===== src/rtl/imm_pkg.sv =====
// imm_pkg: immediate format encodings and RV32 opcode constants
package imm_pkg;
  localparam logic [2:0] FMT_I    = 3'b000;
  localparam logic [2:0] FMT_S    = 3'b001;
  localparam logic [2:0] FMT_B    = 3'b010;
  localparam logic [2:0] FMT_J    = 3'b011;
  localparam logic [2:0] FMT_U    = 3'b100;
  localparam logic [2:0] FMT_AUTO = 3'b111;
  localparam logic [6:0] OP_IMM    = 7'b0010011;
  localparam logic [6:0] OP_LOAD   = 7'b0000011;
  localparam logic [6:0] OP_JALR   = 7'b1100111;
  localparam logic [6:0] OP_SYSTEM = 7'b1110011;
  localparam logic [6:0] OP_STORE  = 7'b0100011;
  localparam logic [6:0] OP_BRANCH = 7'b1100011;
  localparam logic [6:0] OP_JAL    = 7'b1101111;
  localparam logic [6:0] OP_LUI    = 7'b0110111;
  localparam logic [6:0] OP_AUIPC  = 7'b0010111;
endpackage


===== src/rtl/imm_fmt_decode.sv =====
// imm_fmt_decode: resolves the format select (or opcode in AUTO mode) to a concrete format
module imm_fmt_decode
  import imm_pkg::*;
#(
  parameter bit AUTO_EN = 1'b1
) (
  input  logic [2:0] src,
  input  logic [6:0] opcode,
  output logic [2:0] fmt,
  output logic       illegal
);
  logic [2:0] auto_fmt;
  logic       auto_hit;
  logic       auto_sel;
  always_comb begin
    auto_fmt = FMT_I;
    auto_hit = 1'b1;
    case (opcode)
      OP_IMM, OP_LOAD, OP_JALR, OP_SYSTEM: auto_fmt = FMT_I;
      OP_STORE:                            auto_fmt = FMT_S;
      OP_BRANCH:                           auto_fmt = FMT_B;
      OP_JAL:                              auto_fmt = FMT_J;
      OP_LUI, OP_AUIPC:                    auto_fmt = FMT_U;
      default:                             auto_hit = 1'b0;
    endcase
  end
  assign auto_sel = src == FMT_AUTO;
  // illegal entries always report format I so the output never carries a stale code
  assign illegal  = auto_sel ? !(AUTO_EN && auto_hit) : src > FMT_U;
  assign fmt      = illegal ? FMT_I : auto_sel ? auto_fmt : src;
endmodule


===== src/rtl/imm_gen_pipe.sv =====
// imm_gen_pipe: two-stage valid/ready pipeline building sign-extended RV32 immediates
module imm_gen_pipe
  import imm_pkg::*;
#(
  parameter int XLEN    = 32,
  parameter bit AUTO_EN = 1'b1
) (
  input  logic            clk,
  input  logic            rst_n,
  input  logic            in_valid,
  output logic            in_ready,
  input  logic [31:0]     instr,
  input  logic [2:0]      src,
  input  logic            flush,
  output logic            out_valid,
  input  logic            out_ready,
  output logic [XLEN-1:0] imm_ext,
  output logic [2:0]      fmt,
  output logic            illegal
);
  logic        s1_valid;
  logic [31:7] s1_instr;
  logic [2:0]  s1_fmt;
  logic        s1_illegal;
  logic [2:0]  dec_fmt;
  logic        dec_illegal;
  logic [31:0] imm32;
  logic        s2_load;
  logic        accept;
  imm_fmt_decode #(.AUTO_EN(AUTO_EN)) u_dec (
    .src     (src),
    .opcode  (instr[6:0]),
    .fmt     (dec_fmt),
    .illegal (dec_illegal)
  );
  assign s2_load  = !out_valid || out_ready;
  assign in_ready = rst_n && !flush && (!s1_valid || s2_load);
  assign accept   = in_valid && in_ready;
  assign imm32 = s1_illegal          ? '0 :
                 s1_fmt == FMT_S     ? {{20{s1_instr[31]}}, s1_instr[31:25], s1_instr[11:7]} :
                 s1_fmt == FMT_B     ? {{19{s1_instr[31]}}, s1_instr[31], s1_instr[7], s1_instr[30:25], s1_instr[11:8], 1'b0} :
                 s1_fmt == FMT_J     ? {{11{s1_instr[31]}}, s1_instr[31], s1_instr[19:12], s1_instr[20], s1_instr[30:21], 1'b0} :
                 s1_fmt == FMT_U     ? {s1_instr[31:12], 12'b0} :
                                       {{20{s1_instr[31]}}, s1_instr[31:20]};
  always_ff @(posedge clk or negedge rst_n) begin
    if (!rst_n) begin
      s1_valid   <= 1'b0;
      s1_instr   <= '0;
      s1_fmt     <= FMT_I;
      s1_illegal <= 1'b0;
    end else if (flush) begin
      s1_valid <= 1'b0;
    end else begin
      if (!s1_valid || s2_load) s1_valid <= accept;
      if (accept) begin
        s1_instr   <= instr[31:7];
        s1_fmt     <= dec_fmt;
        s1_illegal <= dec_illegal;
      end
    end
  end
  // U already sits in bits 31:12, so one signed widening covers every format at XLEN=64
  always_ff @(posedge clk or negedge rst_n) begin
    if (!rst_n) begin
      out_valid <= 1'b0;
      imm_ext   <= '0;
      fmt       <= FMT_I;
      illegal   <= 1'b0;
    end else if (flush) begin
      out_valid <= 1'b0;
    end else if (s2_load) begin
      out_valid <= s1_valid;
      if (s1_valid) begin
        imm_ext <= XLEN'($signed(imm32));
        fmt     <= s1_fmt;
        illegal <= s1_illegal;
      end
    end
  end
endmodule


===== config.mk =====
export PLATFORM = sky130hd
export DESIGN_NAME = imm_gen_pipe
export DESIGN_NICKNAME = d
export VERILOG_FILES = /design/src/rtl/imm_pkg.sv /design/src/rtl/imm_fmt_decode.sv /design/src/rtl/imm_gen_pipe.sv
export SDC_FILE = /design/constraint.sdc
export NUM_CORES = 1
export LEC_CHECK = 0
export BUFFER_PORTS_ARGS = -buffer_cell sky130_fd_sc_hd__buf_2
export CELL_PAD_IN_SITES_DETAIL_PLACEMENT = 1
export CELL_PAD_IN_SITES_GLOBAL_PLACEMENT = 2
export CORE_UTILIZATION = 36
export CTS_CLUSTER_SIZE = 10
export DETAILED_ROUTE_END_ITERATION = 8
export GPL_ROUTABILITY_DRIVEN = 0
export GPL_TIMING_DRIVEN = 0
export PLACE_DENSITY = 0.92
export SETUP_SLACK_MARGIN = 0.15
export SYNTH_ARGS = -nofsm -noshare
export SYNTH_HDL_FRONTEND = slang
export SYNTH_SLANG_ARGS = --single-unit

===== constraint.sdc =====
create_clock -name clk -period 3.8 [get_ports clk]
set_input_delay 0.38 -clock clk [delete_from_list [all_inputs] [get_ports clk]]
set_output_delay 0.38 -clock clk [all_outputs]
set_load 0.01 [all_outputs]

==> results of run 1 <==
-- kinds of logic after synthesis --
group | count (synthesis) | synth area share
mux | 24 | 0.0858
buf+inv | 27 | 0.0465
simple gates | 92 | 0.140
compound gates | 78 | 0.182
flops | 67 | 0.537
xor+xnor | 3 | 0.00842
-- sequential cells by signal, indices dropped and copies added, names as in the netlist --
name	flops
s1_valid	1
s1_instr	25
imm_ext	32
out_valid	1
illegal	1
s1_illegal	1
fmt	3
s1_fmt	3
-- worst max-delay path, delay by kind of cell --
family                 cells  cell delay, ns
multiplexers               1            0.34
buffers and inverters      3            1.04
AND/OR/NAND/NOR            1            0.32
-- where the power goes --
group	internal, W	switching, W	leakage, nW
logic	0.000276	0.000318	0.853
registers	0.000882	0.000118	0.843
clock network	0.000318	0.000278	0.0991
-- placed cells by master, fill, tap and decap left out, types with 2 or more instances in the layout --
cell,instances
buf_2,84
dfrtp_1,67
nand2_1,37
nor2_1,28
o21ai_0,27
a22o_1,23
mux2_2,22
clkbuf_8,10
clkbuf_1,8
o221ai_1,8
inv_1,7
nor3_1,5
buf_6,4
a221oi_1,4
nand3b_1,3
xnor2_1,3
nand3_1,3
clkinv_2,3
buf_4,2
nor2b_1,2
nand4_1,2
mux2i_1,2
a31oi_1,2
a21oi_1,2
nand2b_1,2
o22ai_1,2
a21boi_0,2
-- routing by layer --
metal | track usage | up-vias | share of wire
met4 | 0.0783 | 0 | 0.020
met3 | 0.0439 | 16 | 0.038
met1 | 0.260 | 1245 | 0.45
met2 | 0.322 | 57 | 0.49
li1 | - | 1226 | -
met5 | 0 | - | 0
-- how the worst max path moves through the flow --
stage,endpoint,slack (ns),cells after the start
after CTS,s1_instr[28]$_DFFE_PN0P_,1.86,5
after floorplan,imm_ext[12]$_DFFE_PN0P_,2.26,5
final,s1_instr[27]$_DFFE_PN0P_,1.93,5
after global routing,s1_instr[28]$_DFFE_PN0P_,1.77,5
after global placement,s1_instr[27]$_DFFE_PN0P_,1.06,5
after detailed placement,s1_instr[26]$_DFFE_PN0P_,1.51,5
-- metrics by stage --
step                hold slack (ns)  std cells  setup WS [ns]  utilization  instance area (µm²)
floorplan                    0.0844        291           2.26            -                 3120
global placement              0.459        473           1.06        0.438                 3640
detailed placement            0.472        473           1.51        0.439                 3640
CTS                           0.170        489           1.86        0.462                 3830
global route                  0.200        489           1.77        0.462                 3830
finish                        0.142        489           1.93        0.462                 3830
-- final cells by class --
cell class | count | area (µm²) | share of cell area
Clock inverter | 5 | 52.6 | 0.0137
Inverter | 7 | 26.3 | 0.00685
Timing Repair Buffer | 77 | 388 | 0.101
Tap cell | 105 | 131 | 0.0343
Multi-Input combinational cell | 197 | 1300 | 0.339
Sequential cell | 67 | 1680 | 0.437
Clock buffer | 11 | 141 | 0.0369
Buffer | 20 | 119 | 0.0310
==> results by group, run 1 <==
Worst setup path
  • Crit path cell chain: buf_4 > and4b_1 > buf_4 > buf_6 > mux2_2
  • Crit path largest cell delay: 0.66 ns
  • Most used cell along the critical path: buf_4
  • Worst setup EP type: flop
  • Crit. Startpoint: rst_n
  • Crit path arrival time: 2.11 ns
  • Reg2Reg Depth: 6
  • Reg2reg start: s1_fmt[0]$_DFFE_PN0P_
  • Slowest CP cell: buf_4
  • Worst reg-to-reg setup slack: 2.02 ns
  • Worst setup SP type: input port
  • Reg-to-Reg End: imm_ext[13]$_DFFE_PN0P_
  • Critical path class: in2reg
  • Worst EP required: 4.04 ns
  • Crit-path max FO: 69

Die
  • Initial Util: 0.376
  • Die H: 95.1 µm
  • Die X: 95.1 µm
  • Core area: 8300 µm²
  • Die area: 9040 µm²
  • I/O pins: 78
  • FP Rows: 33

Final layout
  • Filler cells: 949
  • Ant. Diodes: 0
  • Final #Nets: 419
  • Area growth syn-to-layout: 22.9%
  • Share of cells above drive strength 1: 0.341

Synth
  • Count of cell types in the netlist: 43
  • Most frequent cell after synthesis: dfrtp_1
  • Largest cells by area after synthesis: dfrtp_1, mux2_2, a22o_1
  • Net Count, Synth: 331
  • Synth top area share: 0.537
  • Seq/Total Area, Yosys: 0.537
  • Number of synthesized flops with an enable pin: 0
  • Synth Flop Type: dfrtp_1
  • Gate Count Post-Synth: 291
  • Number of synthesis warnings: 0
  • Post-Syn Area per Cell: 10.7 µm²
  • Post-synth ARST share: 1.00
  • Synth area leader: dfrtp_1
  • Synthesized flop and latch total: 67
  • Syn Std Cell Area: 3120 µm²
  • Synth cell count leaders: dfrtp_1, nand2_1, nor2_1

GRT
  • Antenna violations before repair: 0
  • Vias in the first global route: 2,666
  • First-pass GRT wire length: 13,600 µm
  • Pin count of the biggest net entering global routing: 70
  • Total grt overflow: 0
  • GRT Overall Usage: 0.199

Timing
  • RSZ-0062 raised after global routing: false
  • Final hold vios: 0
  • Crit path time final: 1.87 ns
  • Period utilisation layout: 0.492
  • Final Max Tran Viols: 0
  • F_max: 535 MHz
  • Setup violations, final: 0
  • TNS Setup: 0 ns
  • Max-slew headroom: 0.413
  • Slew @ Worst Pin: 0.880 ns
  • Clock skew: 0.0114 ns

Clocking
  • Cts bufs inserted: 9
  • Skew-Pair Late Insertion Delay: 0.36 ns
  • CTS tree: yes
  • Sink Count: 67
  • Clk slew on worst S/H paths: 0.08 ns
  • Post-CTS Hold Buffers: 0
  • Longest Clk Path Bufs: 2
  • Root Buffer: clkbuf_8
  • CTS resizes: 0
  • Postcts setup bufs: 0
  • # H-tree levels: 3

Worst hold path
  • Hold crit path type: in2async

Drt
  • Drt via density: 5.20
  • Post-route ant nets: 0
  • Wire length per cell: 16.7 µm
  • Iter 0 DRT Violations: 144
  • Drt total wl: 8140 µm
  • DR DRC count: 0
  • 1st-pass router iterations: 4
  • DR vias: 2,544

Run status
  • Status: finished clean

Power
  • Pwr/cell area: 571 nW/µm²
  • P_leak: 1.80 nW
  • Peak VDD IR: 0.000217 V
  • Post-layout power: 0.00219 W

Job
  • Max_cap viols: 0

Placement
  • Number of port buffers: 77
  • Post-DP HPWL: 5870 µm
Power figures use the tool's default switching activity.
==> run 2, diff against run 1 <==
--- a/config.mk
+++ b/config.mk
@@ -8,12 +8,12 @@
 export BUFFER_PORTS_ARGS = -buffer_cell sky130_fd_sc_hd__buf_2
 export CELL_PAD_IN_SITES_DETAIL_PLACEMENT = 1
 export CELL_PAD_IN_SITES_GLOBAL_PLACEMENT = 2
-export CORE_UTILIZATION = 36
+export CORE_UTILIZATION = 33
 export CTS_CLUSTER_SIZE = 10
 export DETAILED_ROUTE_END_ITERATION = 8
 export GPL_ROUTABILITY_DRIVEN = 0
 export GPL_TIMING_DRIVEN = 0
-export PLACE_DENSITY = 0.92
+export PLACE_DENSITY = 0.86
 export SETUP_SLACK_MARGIN = 0.15
 export SYNTH_ARGS = -nofsm -noshare
 export SYNTH_HDL_FRONTEND = slang
==> constraint.sdc (replaced) <==
create_clock -name clk -period 1.9 [get_ports clk]
set_input_delay 0.19 -clock clk [delete_from_list [all_inputs] [get_ports clk]]
set_output_delay 0.19 -clock clk [all_outputs]
set_load 0.01 [all_outputs]
==> run 2 against run 1 <==
Highest routed layer unchanged. Largest cell class unchanged. First-iteration DRC count down 44%. Sequential share of layout area fell by 0.63 points. Critical endpoint is now imm_ext[17]$_DFFE_PN0P_. Global-route usage shrank 2.1 points. Die area is 8.9% higher. The run now ends with negative hold slack left.
==> results by group, run 2 (synthesis gave the netlist of run 1 again) <==
Drt
  • DR vias: 2,520
  • 1st-pass router iterations: 4
  • Wire length per cell: 16.2 µm
  • Iter 0 DRT Violations: 80
  • DR DRC count: 0
  • Post-route ant nets: 0
  • Drt total wl: 8030 µm
  • Drt via density: 5.09

Final layout
  • Filler cells: 1,082
  • Final #Nets: 420
  • Share of cells above drive strength 1: 0.354
  • Commonest non-fill, non-tap cell in the layout: buf_2
  • Register with the most flip-flops: imm_ext
  • Cell Count, Final, Fillers Out: 495
  • Regs by FF count: imm_ext x32, s1_instr x25
  • Number of flip-flops in the largest register: 32
  • Post-route cell area: 3890 µm²
  • Ant. Diodes: 0
  • Area growth syn-to-layout: 24.7%
  • Most frequent cells in the layout: buf_2, dfrtp_1, nand2_1, nor2_1, o21ai_0

Timing
  • Setup violations, final: 0
  • Slew @ Worst Pin: 0.684 ns
  • Crit path time final: 1.66 ns
  • Final Max Tran Viols: 0
  • Final hold vios: 67
  • Worst hold slack: -0.162 ns
  • F_max: 601 MHz
  • Clock skew: 0.00690 ns
  • Period utilisation layout: 0.876
  • RSZ-0062 raised after global routing: true
  • Max-slew headroom: 0.541

Power
  • Peak VDD IR: 0.000358 V
  • Switching power total: 0.00139 W
  • P_leak: 1.83 nW
  • Post-layout power: 0.00440 W
  • Combinational share of power: 0.277
  • Pwr/cell area: 1130 nW/µm²
  • Seq pwr share: 0.454
  • Clock power frac: 0.269
  • Sw Share: 0.316
  • Internal power: 0.00301 W

GRT
  • First-pass GRT wire length: 13,600 µm
  • Pin count of the biggest net entering global routing: 70
  • GRT Overall Usage: 0.178
  • Total grt overflow: 0
  • Vias in the first global route: 2,685
  • Antenna violations before repair: 0

Clocking
  • Longest Clk Path Bufs: 2
  • # H-tree levels: 3
  • Clk slew on worst S/H paths: 0.07 ns
  • Root Buffer: clkbuf_8
  • Sink Count: 67
  • Cts bufs inserted: 9
  • Skew-Pair Late Insertion Delay: 0.34 ns
  • CTS tree: yes

Die
  • Die area: 9850 µm²
  • FP Rows: 35
  • Initial Util: 0.339
  • Core area: 9200 µm²
  • Die X: 99.2 µm
  • I/O pins: 78
  • Die H: 99.2 µm

Worst hold path
  • Hold crit path type: in2async

Placement
  • Post-DP Area: 3650 µm²
  • Number of port buffers: 77
  • Post-DP HPWL: 5910 µm
  • DP Cell Count: 479

Worst setup path
  • Reg2reg start: s1_fmt[0]$_DFFE_PN0P_
  • Crit-path max FO: 9
  • Worst setup SP type: flop
  • Critical path class: reg2reg
  • Crit path largest cell delay: 0.55 ns
  • Crit path cell chain: buf_4 > o21ai_1 > o221ai_1 > a22o_1
  • Worst setup EP type: flop
  • Worst EP required: 2.13 ns
  • Crit. Startpoint: s1_fmt[0]$_DFFE_PN0P_
  • Crit path arrival time: 1.90 ns
  • CP Buf/Inv Count: 1
  • Crit path max-delay family: compound AO/OA/AOI/OAI gates
  • Slowest CP cell: o21ai_1

Run status
  • Failing checks: negative hold slack
  • Status: complete, but fails checks

Job
  • Max_cap viols: 0
-- run 2: changes by cell type in the layout (fill, tap and decap cells not counted), sizes merged --
| cell | previous run | this run |
|---|---|---|
| clkbuf | 18 | 21 |
| clkinv | 3 | 1 |
| clkinvlp | 1 | 0 |
-- run 2: area by class of cell --
class                           instances  area [µm²]  area share
Inverter                                7        26.3     0.00675
Sequential cell                        67        1680       0.431
Multi-Input combinational cell        197        1330       0.341
Timing Repair Buffer                   78         399       0.103
Clock inverter                          2        35.0     0.00901
Tap cell                              111         139      0.0357
Clock buffer                           13         159      0.0408
Buffer                                 20         129      0.0331
-- run 2: metrics by stage --
stage	setup WS [ns]	setup TNS, ns	utilization	hold slack (ns)
4_1_cts	0.162	0	0.418	-0.0136
3_5_place_dp	-0.198	-2.55	0.397	0.364
6_report	0.236	0	0.423	-0.162
5_1_grt	0.133	0	0.423	-0.113
3_3_place_gp	-0.676	-17.22	0.396	0.398
2_1_floorplan	0.363	0	-	-0.106
-- run 2: worst register-to-register path, delay by kind of cell, from the launching register on --
family	cells	cell delay, ns
compound gates	3	1.02
buf+inv	1	0.17
flops	1	0.36
-- run 2: repair_timing --
| action | 4_1_cts | 5_1_grt |
|---|---|---|
| endpoints found under the hold margin | 34 | 67 |
| gates resized for setup | 0 | 14 |
| setup buffers | 0 | 1 |
| endpoints found under the setup margin | 0 | 38 |
-- run 2: final timing paths --
check,to,slack [ns],cells after the start
worst max-delay path,imm_ext[17]$_DFFE_PN0P_,0.24,4
worst min-delay path,s1_instr[18]$_DFFE_PN0P_,-0.16,1
worst max register to register,imm_ext[17]$_DFFE_PN0P_,0.24,4
worst min register to register,fmt[2]$_DFFE_PN0P_,0.48,2
max in group asynchronous,out_valid$_DFFE_PN0P_,1.63,1
min in group clk,out_valid$_DFFE_PN0P_,0.05,2
-- run 2: power by group through the flow --
stage | logic [W] | clock network (W) | registers (W)
after floorplan | 0.000623 | 0 | 0.00208
after global placement | 0.00116 | 0 | 0.00202
after detailed placement | 0.00120 | 0 | 0.00203
after CTS | 0.00121 | 0.00122 | 0.00200
after global routing | 0.00136 | 0.00129 | 0.00205
final | 0.00122 | 0.00118 | 0.00200
-- run 2: layer usage --
layer / track usage / vias up / share of wire / wire length, µm
li1: - / 1222 / - / -
met1: 0.233 / 1229 / 0.47 / 3740
met2: 0.287 / 55 / 0.48 / 3830
met3: 0.0330 / 14 / 0.034 / 274
met4: 0.0848 / 0 / 0.024 / 189
met5: 0 / - / 0 / 0
==> run 3, diff against run 2 <==
--- a/config.mk
+++ b/config.mk
@@ -8,6 +8,7 @@
 export BUFFER_PORTS_ARGS = -buffer_cell sky130_fd_sc_hd__buf_2
 export CELL_PAD_IN_SITES_DETAIL_PLACEMENT = 1
 export CELL_PAD_IN_SITES_GLOBAL_PLACEMENT = 2
+export CORE_ASPECT_RATIO = 1.5
 export CORE_UTILIZATION = 33
 export CTS_CLUSTER_SIZE = 10
 export DETAILED_ROUTE_END_ITERATION = 8
==> run 3 against run 2 <==
The flow still finishes with violations (negative hold slack). Power increased by 10%. Cell area grew 2.7%. Flip-flop and latch count unchanged. Sequential power is essentially flat. Largest cell class unchanged.
==> results by group, run 3 (synthesis gave the netlist of run 1 again) <==
Placement
  • Post-DP Area: 3650 µm²
  • DP Cell Count: 480
  • Post-DP HPWL: 6050 µm
  • Dpl ws: -0.176 ns
  • Number of port buffers: 77

Job
  • Max_cap viols: 0

Clocking
  • # H-tree levels: 3
  • CTS tree: yes
  • Clk slew on worst S/H paths: 0.05 ns
  • Cts bufs inserted: 9
  • Skew-Pair Late Insertion Delay: 0.33 ns
  • Sink Count: 67
  • Root Buffer: clkbuf_16
  • Longest Clk Path Bufs: 2

Worst setup path
  • Reg2Reg Depth: 6
  • Crit-path max FO: 9
  • Worst setup SP type: flop
  • Crit. Startpoint: s1_fmt[0]$_DFFE_PN0P_
  • Worst setup EP type: flop
  • CP endpoint: imm_ext[15]$_DFFE_PN0P_
  • Critical path class: reg2reg
  • Worst reg-to-reg setup slack: 0.26 ns
  • Reg-to-Reg End: imm_ext[15]$_DFFE_PN0P_
  • Worst EP required: 2.11 ns
  • Crit path arrival time: 1.86 ns
  • Reg2reg start: s1_fmt[0]$_DFFE_PN0P_

GRT
  • First-pass GRT wire length: 13,400 µm
  • Antenna violations before repair: 0
  • Total grt overflow: 0
  • Vias in the first global route: 2,709
  • Pin count of the biggest net entering global routing: 70
  • GRT Overall Usage: 0.184

Drt
  • Post-route ant nets: 0
  • 1st-pass router iterations: 4
  • DR DRC count: 0
  • Drt via density: 5.19
  • Drt total wl: 8240 µm
  • DR vias: 2,573
  • Iter 0 DRT Violations: 136
  • Wire length per cell: 16.6 µm

Timing
  • Final hold vios: 67
  • Crit path time final: 1.64 ns
  • Slew @ Worst Pin: 0.613 ns
  • Period utilisation layout: 0.866
  • Post-layout worst setup margin: 0.255 ns
  • Max-slew headroom: 0.591
  • Worst hold slack: -0.152 ns
  • Clock skew: 0.00314 ns
  • Setup violations, final: 0
  • Final Max Tran Viols: 0
  • F_max: 608 MHz
  • RSZ-0062 raised after global routing: true

Final layout
  • Cell Count, Final, Fillers Out: 496
  • Share of cells above drive strength 1: 0.352
  • Commonest non-fill, non-tap cell in the layout: buf_2
  • Final #Nets: 420
  • Post-route cell area: 3990 µm²
  • Register with the most flip-flops: imm_ext
  • Ant. Diodes: 0
  • Regs by FF count: imm_ext x32, s1_instr x25
  • Multi-input gate area: 1320 µm²
  • Register area: 1680 µm²
  • Area growth syn-to-layout: 28.0%
  • Most frequent cells in the layout: buf_2, dfrtp_1, nand2_1, nor2_1, o21ai_0
  • Number of flip-flops in the largest register: 32
  • Filler cells: 1,052

Power
  • P_leak: 1.87 nW
  • Peak VDD IR: 0.000543 V
  • Post-layout power: 0.00485 W
  • Pwr/cell area: 1210 nW/µm²

Die
  • Die H: 121 µm
  • I/O pins: 78
  • Initial Util: 0.339
  • FP Rows: 43
  • Die X: 81.4 µm
  • Die area: 9860 µm²
  • Core area: 9200 µm²

Run status
  • Failing checks: negative hold slack
  • Status: complete, but fails checks

Worst hold path
  • Hold crit path type: in2async
run 3: per-layer routing:
metal  track usage  vias up  routed length (µm)
met1         0.219     1270                3280
li1              -     1230                   -
met3        0.0368       15                 347
met5             0        -                   0
met2         0.313       58                4450
met4        0.0815        0                 167
run 3: worst min-delay path by stage:
stage / endpoint / slack (ns) / cells after the start
final: imm_ext[18]$_DFFE_PN0P_ / -0.15 / 1
after global routing: imm_ext[18]$_DFFE_PN0P_ / -0.09 / 1
after CTS: imm_ext[18]$_DFFE_PN0P_ / -0.12 / 1
after detailed placement: imm_ext[18]$_DFFE_PN0P_ / 0.36 / 1
after global placement: out_valid$_DFFE_PN0P_ / 0.40 / 2
after floorplan: fmt[0]$_DFFE_PN0P_ / -0.11 / 0
run 3: what timing repair did:
item,4_1_cts,5_1_grt
resized for setup,2,11
pin swaps,0,1
setup endpoints to repair,11,23
setup buffers,0,1
endpoints found under the hold margin,67,67
run 3: worst max-delay path, stage by stage (launching register included):
cell and delay, ns:
dfrtp_1 0.35, clkbuf_4 0.19, or2_1 0.22, clkbuf_4 0.18, nand3_2 0.19, o221ai_1 0.17
a22o_1 0.23
run 3: cell type report:
cell class | instances | area share
flip-flops and latches | 67 | 0.420
multi-input cells | 197 | 0.329
clock inverters | 2 | 0.00877
inverters | 7 | 0.00658
repair buffers | 78 | 0.103
plain buffers | 20 | 0.0323
clock buffers | 13 | 0.0652
well taps | 112 | 0.0351
run 3: stage by stage:
stage / TNS (ns) / utilization
floorplan: 0 / -
global placement: -17.10 / 0.396
CTS: 0 / 0.430
finish: 0 / 0.434
detailed placement: -2.46 / 0.397
global route: 0 / 0.434
run 3: report_power, final:
part / switching (W) / leakage, nW / internal (W)
sequential: 0.000228 / 0.843 / 0.00177
clock: 0.000569 / 0.146 / 0.00108
combinational: 0.000639 / 0.879 / 0.000569
